### src/rtl/ahb_printbuf_fifo.sv
// AHB-lite print/console buffer: CPU byte writes queue into a FIFO and
// drain over a paced valid/ready byte stream; STATUS/CTRL are bus-accessible.
module ahb_printbuf_fifo #(
  parameter int unsigned DEPTH        = 16,
  parameter bit          WAIT_ON_FULL = 1'b1,
  parameter int unsigned DRAIN_GAP    = 0,
  parameter bit          SIM_PRINT    = 1'b0
) (
  input  logic        HCLK,
  input  logic        HRESET,
  input  logic        HSEL,
  input  logic [31:0] HADDR,
  input  logic [1:0]  HTRANS,
  input  logic        HWRITE,
  input  logic [2:0]  HSIZE,
  input  logic [31:0] HWDATA,
  input  logic        HREADY,
  output logic        HREADYOUT,
  output logic        HRESP,
  output logic [31:0] HRDATA,
  output logic [7:0]  tx_data,
  output logic        tx_valid,
  input  logic        tx_ready,
  output logic        irq
);

  localparam int unsigned AW = $clog2(DEPTH);
  localparam int unsigned CW = AW + 1;
  localparam int unsigned GW = (DRAIN_GAP > 0) ? $clog2(DRAIN_GAP + 1) : 1;

  typedef enum logic [1:0] {
    REG_DATA   = 2'd0,
    REG_STATUS = 2'd1,
    REG_CTRL   = 2'd2,
    REG_RSVD   = 2'd3
  } reg_sel_e;

  logic          dp_valid, dp_write;
  logic [3:0]    dp_addr;
  reg_sel_e      dp_reg;
  logic [7:0]    wr_byte;
  logic [7:0]    mem [DEPTH];
  logic [AW-1:0] wr_ptr, rd_ptr;
  logic [CW-1:0] count;
  logic [GW-1:0] gap_cnt;
  logic          eot, ovf, tx_en, irq_en;
  logic          full, empty, is_eot;
  logic          data_wr, data_act, ctrl_wr, clear, push, pop, eot_set, ovf_set, stall;
  logic [7:0]    cnt8;
  logic          unused_bits;

  assign unused_bits = ^{HADDR[31:4], HSIZE, HTRANS[0]};

  // Address phase latch holds while HREADY is low, so a stalled write keeps its control.
  always_ff @(posedge HCLK or posedge HRESET) begin
    if (HRESET) begin
      dp_valid <= 1'b0;
      dp_write <= 1'b0;
      dp_addr  <= '0;
    end else if (HREADY) begin
      dp_valid <= HSEL & HTRANS[1];
      dp_write <= HWRITE;
      dp_addr  <= HADDR[3:0];
    end
  end

  assign dp_reg = reg_sel_e'(dp_addr[3:2]);

  always_comb begin
    wr_byte = HWDATA[7:0];
    case (dp_addr[1:0])
      2'd1:    wr_byte = HWDATA[15:8];
      2'd2:    wr_byte = HWDATA[23:16];
      2'd3:    wr_byte = HWDATA[31:24];
      default: wr_byte = HWDATA[7:0];
    endcase
  end

  assign full     = (count == CW'(DEPTH));
  assign empty    = (count == '0);
  assign is_eot   = (wr_byte == 8'h04);
  assign data_wr  = dp_valid & dp_write & (dp_reg == REG_DATA);
  assign data_act = data_wr & HREADY;
  assign ctrl_wr  = dp_valid & dp_write & (dp_reg == REG_CTRL) & HREADY;
  assign clear    = ctrl_wr & HWDATA[1];
  assign stall    = WAIT_ON_FULL & data_wr & ~is_eot & full;
  assign push     = data_act & ~is_eot & ~full & ~clear;
  assign eot_set  = data_act & is_eot;
  assign ovf_set  = data_act & ~is_eot & full & ~WAIT_ON_FULL;

  assign tx_valid  = tx_en & ~empty & (gap_cnt == '0);
  assign tx_data   = empty ? 8'h00 : mem[rd_ptr];
  assign pop       = tx_valid & tx_ready;
  assign HREADYOUT = ~stall;
  assign HRESP     = 1'b0;

  always_ff @(posedge HCLK) begin
    if (push) mem[wr_ptr] <= wr_byte;
  end

  always_ff @(posedge HCLK or posedge HRESET) begin
    if (HRESET) begin
      wr_ptr  <= '0;
      rd_ptr  <= '0;
      count   <= '0;
      gap_cnt <= '0;
      eot     <= 1'b0;
      ovf     <= 1'b0;
      tx_en   <= 1'b1;
      irq_en  <= 1'b0;
      irq     <= 1'b0;
    end else begin
      // CLEAR wins over any push or pop landing on the same edge.
      if (clear) begin
        wr_ptr <= '0;
        rd_ptr <= '0;
        count  <= '0;
        eot    <= 1'b0;
        ovf    <= 1'b0;
      end else begin
        if (push) wr_ptr <= wr_ptr + AW'(1);
        if (pop)  rd_ptr <= rd_ptr + AW'(1);
        if (push && !pop)      count <= count + CW'(1);
        else if (!push && pop) count <= count - CW'(1);
        if (eot_set) eot <= 1'b1;
        if (ovf_set) ovf <= 1'b1;
      end
      if (pop && !clear)      gap_cnt <= GW'(DRAIN_GAP);
      else if (gap_cnt != '0) gap_cnt <= gap_cnt - GW'(1);
      if (ctrl_wr) begin
        tx_en  <= HWDATA[0];
        irq_en <= HWDATA[2];
      end
      irq <= irq_en & (eot | ovf);
    end
  end

  assign cnt8 = 8'(count);

  always_comb begin
    HRDATA = '0;
    if (dp_valid && !dp_write) begin
      case (dp_reg)
        REG_STATUS: HRDATA = {16'h0, cnt8, 4'h0, ovf, eot, full, empty};
        REG_CTRL:   HRDATA = {29'h0, irq_en, 1'b0, tx_en};
        default:    HRDATA = '0;
      endcase
    end
  end

  if (SIM_PRINT) begin : g_print
    always_ff @(posedge HCLK) begin
      if (!HRESET && pop && ((tx_data >= 8'h20 && tx_data < 8'h7f) || tx_data == 8'h0a))
        $write("%c", tx_data);
    end
  end

endmodule

### config.mk
export PLATFORM = sky130hd
export DESIGN_NAME = ahb_printbuf_fifo
export DESIGN_NICKNAME = d
export VERILOG_FILES = /design/src/rtl/ahb_printbuf_fifo.sv
export SDC_FILE = /design/constraint.sdc
export NUM_CORES = 1
export LEC_CHECK = 0
export ABC_AREA = 1
export BUFFER_PORTS_ARGS = -buffer_cell sky130_fd_sc_hd__buf_2
export CAP_MARGIN = 20
export CORE_AREA = 2 2 124 126
export DETAILED_ROUTE_END_ITERATION = 12
export DIE_AREA = 0 0 126 128
export MAX_ROUTING_LAYER = met4
export PLACE_DENSITY = 0.69
export SLEW_MARGIN = 20
export SYNTH_ARGS = -nofsm -noshare
export SYNTH_HDL_FRONTEND = slang
export SYNTH_SLANG_ARGS = --single-unit
### constraint.sdc
create_clock -name HCLK -period 2.77 [get_ports HCLK]
set_input_delay 0.1385 -clock HCLK [delete_from_list [all_inputs] [get_ports HCLK]]
set_output_delay 0.1385 -clock HCLK [all_outputs]
set_load 0.05 [all_outputs]
==> results of run 1 <==
## repair_timing
item / CTS / global route
gates resized for setup: 0 / 5
endpoints found under the hold margin: 30 / 0
hold buffers: 10 / 0
endpoints found under the setup margin: 0 / 36
buffers inserted: 0 / 0
## cells in the final DEF, fill, tap and decap left out, types with 4 or more instances in the layout
| cell | Yosys | layout |
|---|---|---|
| sky130_fd_sc_hd__a21oi_1 | 13 | 13 |
| sky130_fd_sc_hd__buf_2 | 3 | 61 |
| sky130_fd_sc_hd__buf_4 | 25 | 18 |
| sky130_fd_sc_hd__clkbuf_16 | 0 | 17 |
| sky130_fd_sc_hd__conb_1 | 1 | 25 |
| sky130_fd_sc_hd__dfrtp_1 | 22 | 22 |
| sky130_fd_sc_hd__dlygate4sd3_1 | 0 | 10 |
| sky130_fd_sc_hd__edfxtp_1 | 128 | 128 |
| sky130_fd_sc_hd__ha_1 | 12 | 12 |
| sky130_fd_sc_hd__inv_1 | 42 | 42 |
| sky130_fd_sc_hd__nand2_1 | 53 | 53 |
| sky130_fd_sc_hd__nand2_2 | 4 | 4 |
| sky130_fd_sc_hd__nand3_1 | 51 | 51 |
| sky130_fd_sc_hd__nor2_1 | 107 | 104 |
| sky130_fd_sc_hd__nor2_2 | 6 | 9 |
| sky130_fd_sc_hd__nor3_1 | 7 | 7 |
| sky130_fd_sc_hd__o21ai_0 | 84 | 84 |
| sky130_fd_sc_hd__o221ai_1 | 22 | 22 |
| sky130_fd_sc_hd__o22ai_1 | 10 | 10 |
## power by group
| group | internal [W] | leakage, nW | switching, W |
|---|---|---|---|
| Clock | 0.00141 | 0.289 | 0.000883 |
| Combinational | 0.000859 | 1.51 | 0.00222 |
| Sequential | 0.00267 | 1.43 | 0.000173 |
| Total | 0.00494 | 3.22 | 0.00328 |
## layer usage
| metal | vias to the layer above | part of all wire | track usage | routed length, um |
|---|---|---|---|---|
| met1 | 2449 | 0.42 | 0.278 | 6850 |
| met2 | 193 | 0.48 | 0.350 | 7920 |
| met3 | 29 | 0.074 | 0.0530 | 1210 |
| met4 | 0 | 0.027 | 0.0879 | 448 |
| met5 | - | 0 | - | 0 |
| li1 | 2392 | - | - | - |
## critical path, cell delays in order (launching register included)
cell and delay [ps]:
sky130_fd_sc_hd__dfrtp_1 590, sky130_fd_sc_hd__buf_4 350, sky130_fd_sc_hd__o21ai_0 140, sky130_fd_sc_hd__o221ai_1 340, sky130_fd_sc_hd__nand3_1 190, sky130_fd_sc_hd__a21oi_1 200, sky130_fd_sc_hd__buf_2 280
## flip-flops by register name (all words and copies together) (netlist names)
name / count
mem: 128
eot: 1
irq_en: 1
irq: 1
rd_ptr: 4
dp_addr: 4
tx_en: 1
dp_write: 1
dp_valid: 1
wr_ptr: 4
count: 5
## logic make-up (layout without fill, tap and decap cells)
family | count (synthesis) | count (layout)
buf+inv | 101 | 168
simple gates | 243 | 243
compound gates | 133 | 133
fa+ha+maj | 13 | 13
xor+xnor | 3 | 3
other cells | 1 | 25
flops | 151 | 151
mux | 1 | 1
## per-stage QoR
| step | total power (W) | hold slack (ps) | worst slack, ps | TNS [ps] |
|---|---|---|---|---|
| 2_1_floorplan | 0.00506 | 140 | 328 | 0 |
| 3_3_place_gp | 0.00580 | 347 | 254 | 0 |
| 3_5_place_dp | 0.00591 | 359 | 173 | 0 |
| 4_1_cts | 0.00823 | 30.3 | 109 | 0 |
| 5_1_grt | 0.00867 | 69.0 | -49.7 | -505 |
| 6_report | 0.00822 | 49.0 | 109 | 0 |
## area by class of cell
class / instances / area share
Multi-Input combinational cell: 418 / 0.266
Timing Repair Buffer: 91 / 0.0701
Inverter: 46 / 0.0215
Clock inverter: 12 / 0.0184
Sequential cell: 151 / 0.542
Tap cell: 188 / 0.0288
Clock buffer: 19 / 0.0531
## worst min-delay path by stage
stage,from,endpoint,depth (start not counted)
2_1_floorplan,HRESET,count[0],1
3_3_place_gp,HADDR[3],dp_addr[3],3
3_5_place_dp,HADDR[1],dp_addr[1],3
4_1_cts,tx_ready,rd_ptr[2],3
5_1_grt,tx_ready,rd_ptr[2],3
6_report,tx_ready,rd_ptr[2],3
==> results.toml, run 1 <==
[logic_synthesis]
post_synth_main_area_contributors = "sky130_fd_sc_hd__edfxtp_1 55%, sky130_fd_sc_hd__dfrtp_1 7.9%, sky130_fd_sc_hd__o21ai_0 6.0%, sky130_fd_sc_hd__nor2_1 5.7%, sky130_fd_sc_hd__nand3_1 3.7%"
post-synth-top-count-cell = "sky130_fd_sc_hd__edfxtp_1"
synth_enable_flop_cells = 128
seq_area_frac_synth = 0.633
synth-async-reset-ratio = 0.152
synth-compound-area-share = 0.110
postSynthCellCount = 646
avgSynthCellArea_um2 = 10.8
adder_cell_share_of_the_synthesized_area = 0.0244
syn_area_um2 = 6990
netlist_top_cells_count = "128 x sky130_fd_sc_hd__edfxtp_1, 107 x sky130_fd_sc_hd__nor2_1, 84 x sky130_fd_sc_hd__o21ai_0"
simple_gate_portion_of_the_synthesized_area = 0.155
synth_top_family_by_area = "simple AND/OR/NAND/NOR gates"
synth_largest_type_area_fraction = 0.550
ys_seq_elements = 151
synth_cell_type_count = 38
synth_flop_cell = "sky130_fd_sc_hd__edfxtp_1"
yosys.area.top_type = "sky130_fd_sc_hd__edfxtp_1"
synthXorXnorAreaFrac = 0.00376
synth.yosys.warnings = 0
post_synth_mux_area_share = 0.00161

[critical_path]
crit_required_ps = 2630
r2r_start = "dp_addr[0]"
worst-endpoint-arrival_ps = 2520
regToRegEndpoint = "mem[14][6]"
startpoint = "rd_ptr[1]"
worst_setup_ep = "tx_data[1]"
worstPathMaxFanout = 23
reg2regPathDepth = 13
timing_worst_setup_path_type = "register to primary output"
setup.reg_to_reg.worst_slack_ps = 130
crit_path_start_kind = "register"
cp-end-kind = "primary output"

[sta]
fin_worst_skew_ps = 6.91
period_needed_ps = 2660
worstMarginPinSlew_ps = 950
fin_crit_sh = 0.961
slew_headroom = 0.366
report.final.slew_viol_count = 0
timing_hold_violations_final = 0
final-setup-viol-count = 0
maxClockFrequency_mhz = 376
rsz0062_at_grt = "yes"

[drt]
route.detailed.drc = 0
route.detailed.vias_per_inst = 5.47
detailedRoute.firstPassIterationCount = 8
via_count = 5063
detail_route.iter0.violations = 558
route.antenna.remaining_nets = 0
wirelength_mm = 16.4
routedWlPerCell_um = 17.8

[grt]
grt_overflow = 0
vias_in_the_first_global_route = 5107
antenna_found_initial = 0
grt_first_pass_wirelength_mm = 26.3
grt_start_max_net_pins = 65
grtUsageTotal = 0.222

[clock_network]
cts_made_buffers = 17
cts_max_level = 4
clk_transition_reported_paths_ps = 60
cts_tree = "yes"
clk-insertion-delay-late_ps = 420
cts_root_buffer = "sky130_fd_sc_hd__clkbuf_16"
cts.sinks = 151
cts.path.max_buffers = 2

[placed_design]
i_o_buffers = 61
placed_cells_incl_taps = 884
detailedPlacementHpwl_mm = 10.7
last_weighted_congestion_value_of_the_routability_driven_placer = 0.841
placed_cell_area_um2 = 7450

[floorplan]
boundaryPins = 119
design.core.area_um2 = 14900
die_width_um = 126
row_count = 45
die_area_um2 = 16100
initial_utilization = 0.470
fp.dieH_um = 128

[final_layout]
area_of_the_multi_input_gates_um2 = 2170
final-seq-area_um2 = 4420
syn_to_final_growth_pct = 16.7
num-fill-cells = 1233
fin_nets = 813
post_route_cells_drive_above_1_share = 0.189
finish.instance_area_um2 = 8160
final-instance-count-excl-fill = 925
layout.core_utilization = 0.549
antenna_cells_inserted = 0

[worst_hold_path]
timing.hold.worst.class = "input port to register"

[power_and_ir_drop]
p_per_area_nw_per_um2 = 1010
power.leakage_nw = 3.22
vdd_drop_max_v = 0.000993

[run_status]
run_status = "finished clean"

[flow_run]
max-cap-violations = 0
No activity file was read; power rests on OpenSTA's default activity.
==> run 2, diff against run 1 <==
Settings changed: CORE_AREA 2 2 124 126 to 2 2 119 132, DIE_AREA 0 0 126 128 to 0 0 121 134, REMOVE_ABC_BUFFERS set to 1.
==> run 2 against run 1 <==
Against the previous run:
- fmax hardly changed
- sequential share of layout area fell by 0.54 points
- total power down 2.3%
- sequential power barely moved
- setup slack lost 1.7 ps
- flip-flop and latch count unchanged
- wire length fell by 0.75%
- count of clock-buffer cells in the layout fell by 2
==> results.toml, run 2 (synthesis gave the netlist of run 1 again) <==
[run_status]
run_status = "finished clean"

[sta]
maxClockFrequency_mhz = 376
period_needed_ps = 2660
fin_crit_sh = 0.961
slew_headroom = 0.402
fin_worst_skew_ps = 8.97
worstMarginPinSlew_ps = 896
setup_tns_ps = 0
report.final.slew_viol_count = 0
timing_hold_violations_final = 0
layout_setup_ws_ps = 107
final-setup-viol-count = 0

[drt]
wirelength_mm = 16.3
route.detailed.vias_per_inst = 5.42
detail_route.iter0.violations = 535
via_count = 5135
route.detailed.drc = 0
routedWlPerCell_um = 17.2
route.antenna.remaining_nets = 0
detailedRoute.firstPassIterationCount = 5

[placed_design]
i_o_buffers = 61
detailedPlacementHpwl_mm = 10.7
place_worst_setup_slack_ps = 134
last_weighted_congestion_value_of_the_routability_driven_placer = 0.808
placed_cell_area_um2 = 7550

[critical_path]
startpoint = "rd_ptr[0]"
crit_path_start_kind = "register"
worstPathMaxFanout = 56
worst-endpoint-arrival_ps = 2520
r2r_start = "dp_addr[1]"
timing_worst_setup_path_type = "register to primary output"
crit_required_ps = 2630
cp-end-kind = "primary output"

[clock_network]
clk_transition_reported_paths_ps = 60
clk-insertion-delay-late_ps = 420
cts.path.max_buffers = 2
cts_tree = "yes"
cts_root_buffer = "sky130_fd_sc_hd__clkbuf_16"
cts_max_level = 4
cts.sinks = 151
cts_made_buffers = 17

[final_layout]
biggestRegsByFlops = "mem: 128 flops, count: 5 flops"
mostFrequentLayoutCells = "128 x sky130_fd_sc_hd__edfxtp_1, 107 x sky130_fd_sc_hd__nor2_1, 84 x sky130_fd_sc_hd__o21ai_0"
registers.top_by_ff_count = "mem"
post_route_cells_drive_above_1_share = 0.210
finish.instance_area_um2 = 8240
antenna_cells_inserted = 0
mostFrequentLayoutCell = "sky130_fd_sc_hd__edfxtp_1"
fin_nets = 827
number_of_flip_flops_in_the_largest_register = 128
layout.core_utilization = 0.554
syn_to_final_growth_pct = 17.9

[power_and_ir_drop]
power.share.clock = 0.264
finalPower_w = 0.00804
cell_internal_pwr_w = 0.00470
power.leakage_nw = 3.27
total_switching_power_w = 0.00333
vdd_drop_max_v = 0.000642
sequential_cell_fraction_of_total_power = 0.354
p_per_area_nw_per_um2 = 975
pwr-share-comb = 0.382
netSwitchingFraction = 0.415

[floorplan]
row_count = 47
die_width_um = 121
fp.dieH_um = 134
die_area_um2 = 16200
boundaryPins = 119
design.core.area_um2 = 14900
initial_utilization = 0.470

[grt]
antenna_found_initial = 0
vias_in_the_first_global_route = 5118
grt_first_pass_wirelength_mm = 26.2
grtUsageTotal = 0.219
grt_overflow = 0
grt_start_max_net_pins = 65

[flow_run]
max-cap-violations = 0

[worst_hold_path]
hold_path_startpoint = "tx_ready"
timing.hold.worst.class = "input port to register"
[run 2: changes by cell type in the layout (fill, tap and decap cells not counted), moves of 3 or more]
| cell | previous run | this run |
|---|---|---|
| sky130_fd_sc_hd__buf_4 | 18 | 33 |
| sky130_fd_sc_hd__nor2_2 | 9 | 4 |
| sky130_fd_sc_hd__bufinv_16 | 3 | 0 |
| sky130_fd_sc_hd__clkinvlp_4 | 0 | 3 |
| sky130_fd_sc_hd__nor2_1 | 104 | 107 |
[run 2: cell type report]
class	instances	area, um2
Clock inverter	15	121
Clock buffer	17	425
Multi-Input combinational cell	418	2180
Fill cell	1234	6640
Sequential cell	151	4420
Inverter	46	178
Timing Repair Buffer	105	673
Tap cell	196	245
[run 2: final timing paths]
| check | to | slack (ps) | depth (start not counted) |
|---|---|---|---|
| setup / recovery | tx_data[0] | 110 | 6 |
| hold / removal | rd_ptr[2] | 30 | 3 |
| setup reg to reg | count[4] | 190 | 18 |
| hold reg to reg | irq | 510 | 2 |
| max in group asynchronous | rd_ptr[1] | 1710 | 3 |
| min in group asynchronous | dp_addr[0] | 460 | 3 |
[run 2: metal layers]
metal,global-route usage,up-vias,wire (um)
met5,-,-,0
met4,0.0891,0,322
met3,0.0472,31,919
met2,0.361,191,8420
met1,0.262,2496,6640
li1,-,2417,-
[run 2: timing repair]
| action | CTS | global route |
|---|---|---|
| hold endpoints to repair | 30 | 0 |
| pin swaps | 0 | 1 |
| setup endpoints to repair | 1 | 1 |
| gates resized for setup | 1 | 6 |
| buffers inserted | 0 | 3 |
| hold buffers | 10 | 0 |
[run 2: per-stage QoR]
step | std cells | hold slack, ps
finish | 948 | 33.6
floorplan | 615 | 140
global placement | 903 | 347
CTS | 945 | 15.5
detailed placement | 903 | 358
global route | 948 | 23.9
[run 2: power groups by stage]
stage	logic, W	registers, W	clock network [W]
2_1_floorplan	0.00196	0.00296	0
3_3_place_gp	0.00291	0.00287	0
3_5_place_dp	0.00301	0.00288	0
4_1_cts	0.00304	0.00284	0.00216
5_1_grt	0.00335	0.00287	0.00227
6_report	0.00307	0.00284	0.00212
[run 2: critical path, stage by stage, from the launching register on]
cell and delay [ps]:
sky130_fd_sc_hd__dfrtp_1 360, sky130_fd_sc_hd__buf_4 470, sky130_fd_sc_hd__o21ai_0 200, sky130_fd_sc_hd__o221ai_1 250, sky130_fd_sc_hd__nand3_1 130, sky130_fd_sc_hd__a21oi_1 320, sky130_fd_sc_hd__buf_2 330
==> run 3, diff against run 2 <==
Settings changed: PLACE_DENSITY 0.69 to unset, PLACE_DENSITY_LB_ADDON set to 0.25.
Clock period 2.77 ns to 2.5 ns, I/O delays scaled along.
==> run 3 against run 2 <==
Against the previous run:
- count of clock-buffer cells in the layout is 3 higher
- first-iteration DRC count is 13% lower
- the run now ends with negative setup slack left
- combinational power is 19% higher
- sequential share of layout area is 0.37 points lower
- largest power group unchanged
- clock skew is 0.91 ps higher
- worst hold slack better by 9.4 ps
- core utilization is 0.40 points higher
- via count is 2.1% lower
==> results.toml, run 3 (synthesis gave the netlist of run 1 again) <==
[run_status]
run_status = "finished with violations"
violations = "negative setup slack"

[sta]
fin_worst_skew_ps = 9.88
period_needed_ps = 2530
rsz0062_at_grt = "yes"
timing_hold_violations_final = 0
layout_setup_ws_ps = -29.7
report.final.slew_viol_count = 0
fin_crit_sh = 1.01
worstMarginPinSlew_ps = 913
holdWs_ps = 43.0
maxClockFrequency_mhz = 395
slew_headroom = 0.389
final-setup-viol-count = 17

[final_layout]
mostFrequentLayoutCells = "128 x sky130_fd_sc_hd__edfxtp_1, 98 x sky130_fd_sc_hd__nor2_1, 84 x sky130_fd_sc_hd__o21ai_0"
biggestRegsByFlops = "mem: 128 flops, count: 5 flops"
num-fill-cells = 1309
post_route_cells_drive_above_1_share = 0.220
mostFrequentLayoutCell = "sky130_fd_sc_hd__edfxtp_1"
antenna_cells_inserted = 0
registers.top_by_ff_count = "mem"
fin_nets = 835
number_of_flip_flops_in_the_largest_register = 128
syn_to_final_growth_pct = 18.8

[grt]
grtUsageTotal = 0.222
vias_in_the_first_global_route = 5071
antenna_found_initial = 0
grt_start_max_net_pins = 67
grt_first_pass_wirelength_mm = 26.5
grt_overflow = 0

[floorplan]
fp.dieH_um = 134
boundaryPins = 119
die_width_um = 121
row_count = 47
die_area_um2 = 16200
design.core.area_um2 = 14900
initial_utilization = 0.470

[critical_path]
timing_worst_setup_path_type = "register to register"
worstPathMaxFanout = 8
cp-end-kind = "register"
worst-endpoint-arrival_ps = 2560
crit_required_ps = 2530
crit_path_start_kind = "register"

[drt]
route.detailed.vias_per_inst = 5.26
via_count = 5028
detail_route.iter0.violations = 465
routedWlPerCell_um = 17.3
route.antenna.remaining_nets = 0
route.detailed.drc = 0
detailedRoute.firstPassIterationCount = 5
wirelength_mm = 16.6

[placed_design]
i_o_buffers = 61
place_worst_setup_slack_ps = -58.7
last_weighted_congestion_value_of_the_routability_driven_placer = 0.816
detailedPlacementHpwl_mm = 10.8

[worst_hold_path]
timing.hold.worst.class = "input port to register"

[clock_network]
cts_max_level = 4
clk_transition_reported_paths_ps = 60
cts_made_buffers = 17
cts.path.max_buffers = 2
clk-insertion-delay-late_ps = 420
cts_tree = "yes"
cts_root_buffer = "sky130_fd_sc_hd__clkbuf_16"
cts.sinks = 151

[power_and_ir_drop]
finalPower_w = 0.00894
sequential_cell_fraction_of_total_power = 0.347
p_per_area_nw_per_um2 = 1080
pwr-share-comb = 0.409
power.share.clock = 0.244
power.leakage_nw = 3.29
netSwitchingFraction = 0.404
cell_internal_pwr_w = 0.00533
vdd_drop_max_v = 0.000775
total_switching_power_w = 0.00361

[flow_run]
max-cap-violations = 0
## run 3: cell count changes in the layout (fill, tap and decap cells not counted), sizes merged
cell / delta
inv: -7
clkbuf: +4
buf: +7
clkinv: +5
clkinvlp: -2
## run 3: critical path, stage by stage (launching register included)
cell and delay (ps):
sky130_fd_sc_hd__dfrtp_1 410, sky130_fd_sc_hd__inv_2 110, sky130_fd_sc_hd__buf_4 150, sky130_fd_sc_hd__o21ai_0 80
sky130_fd_sc_hd__nand3_1 80, sky130_fd_sc_hd__nand2_1 80, sky130_fd_sc_hd__nand2_1 80, sky130_fd_sc_hd__nor2_2 60
sky130_fd_sc_hd__nand2_4 90, sky130_fd_sc_hd__nand2_2 70, sky130_fd_sc_hd__inv_2 90, sky130_fd_sc_hd__nand2_1 120
sky130_fd_sc_hd__nor2_1 720
## run 3: per-stage QoR
stage / util / std cells / TNS [ps] / area (um2)
global placement: 0.513 / 910 / 0 / 7630
CTS: 0.554 / 951 / -999 / 8250
global route: 0.558 / 955 / -5140 / 8300
finish: 0.558 / 955 / -350 / 8300
detailed placement: 0.513 / 910 / -1990 / 7630
floorplan: - / 615 / -6430 / 6750
## run 3: layer usage
layer | up-vias | part of all wire | global-route usage
met5 | - | 0 | -
met4 | 0 | 0.011 | 0.0633
met3 | 13 | 0.054 | 0.0404
met2 | 162 | 0.51 | 0.365
met1 | 2421 | 0.42 | 0.282
li1 | 2432 | - | -
## run 3: cell type report
cell class,count,area (um2),area share
clock buffers,20,437,0.0526
clock inverters,11,61.3,0.00739
inverters,46,175,0.0211
multi-input cells,418,2190,0.264
flip-flops and latches,151,4420,0.533
well taps,196,245,0.0295
repair buffers,113,768,0.0926
## run 3: worst paths after layout
path                       startpoint          to  slack (ps)  cells past startpoint
max                        dp_addr[0]  mem[14][6]         -30                     12
min reg2reg                       eot         irq         510                      2
max in group asynchronous      HRESET   rd_ptr[1]        1430                      3
min                          tx_ready   rd_ptr[2]          40                      3
min in group asynchronous      HRESET  dp_addr[2]         450                      3
max reg2reg                dp_addr[0]  mem[14][6]         -30                     12
## run 3: power groups by stage
stage	Combinational, W	Sequential (W)	Clock, W
final	0.00365	0.00311	0.00218
after global routing	0.00400	0.00313	0.00233
after CTS	0.00354	0.00312	0.00221
after detailed placement	0.00348	0.00317	0
after global placement	0.00339	0.00316	0
after floorplan	0.00217	0.00328	0
## run 3: what timing repair did
item | CTS | global route
endpoints found under the setup margin | 60 | 57
resized for setup | 9 | 8
setup buffers | 0 | 4
hold endpoints to repair | 30 | 0
hold buffers | 10 | 0
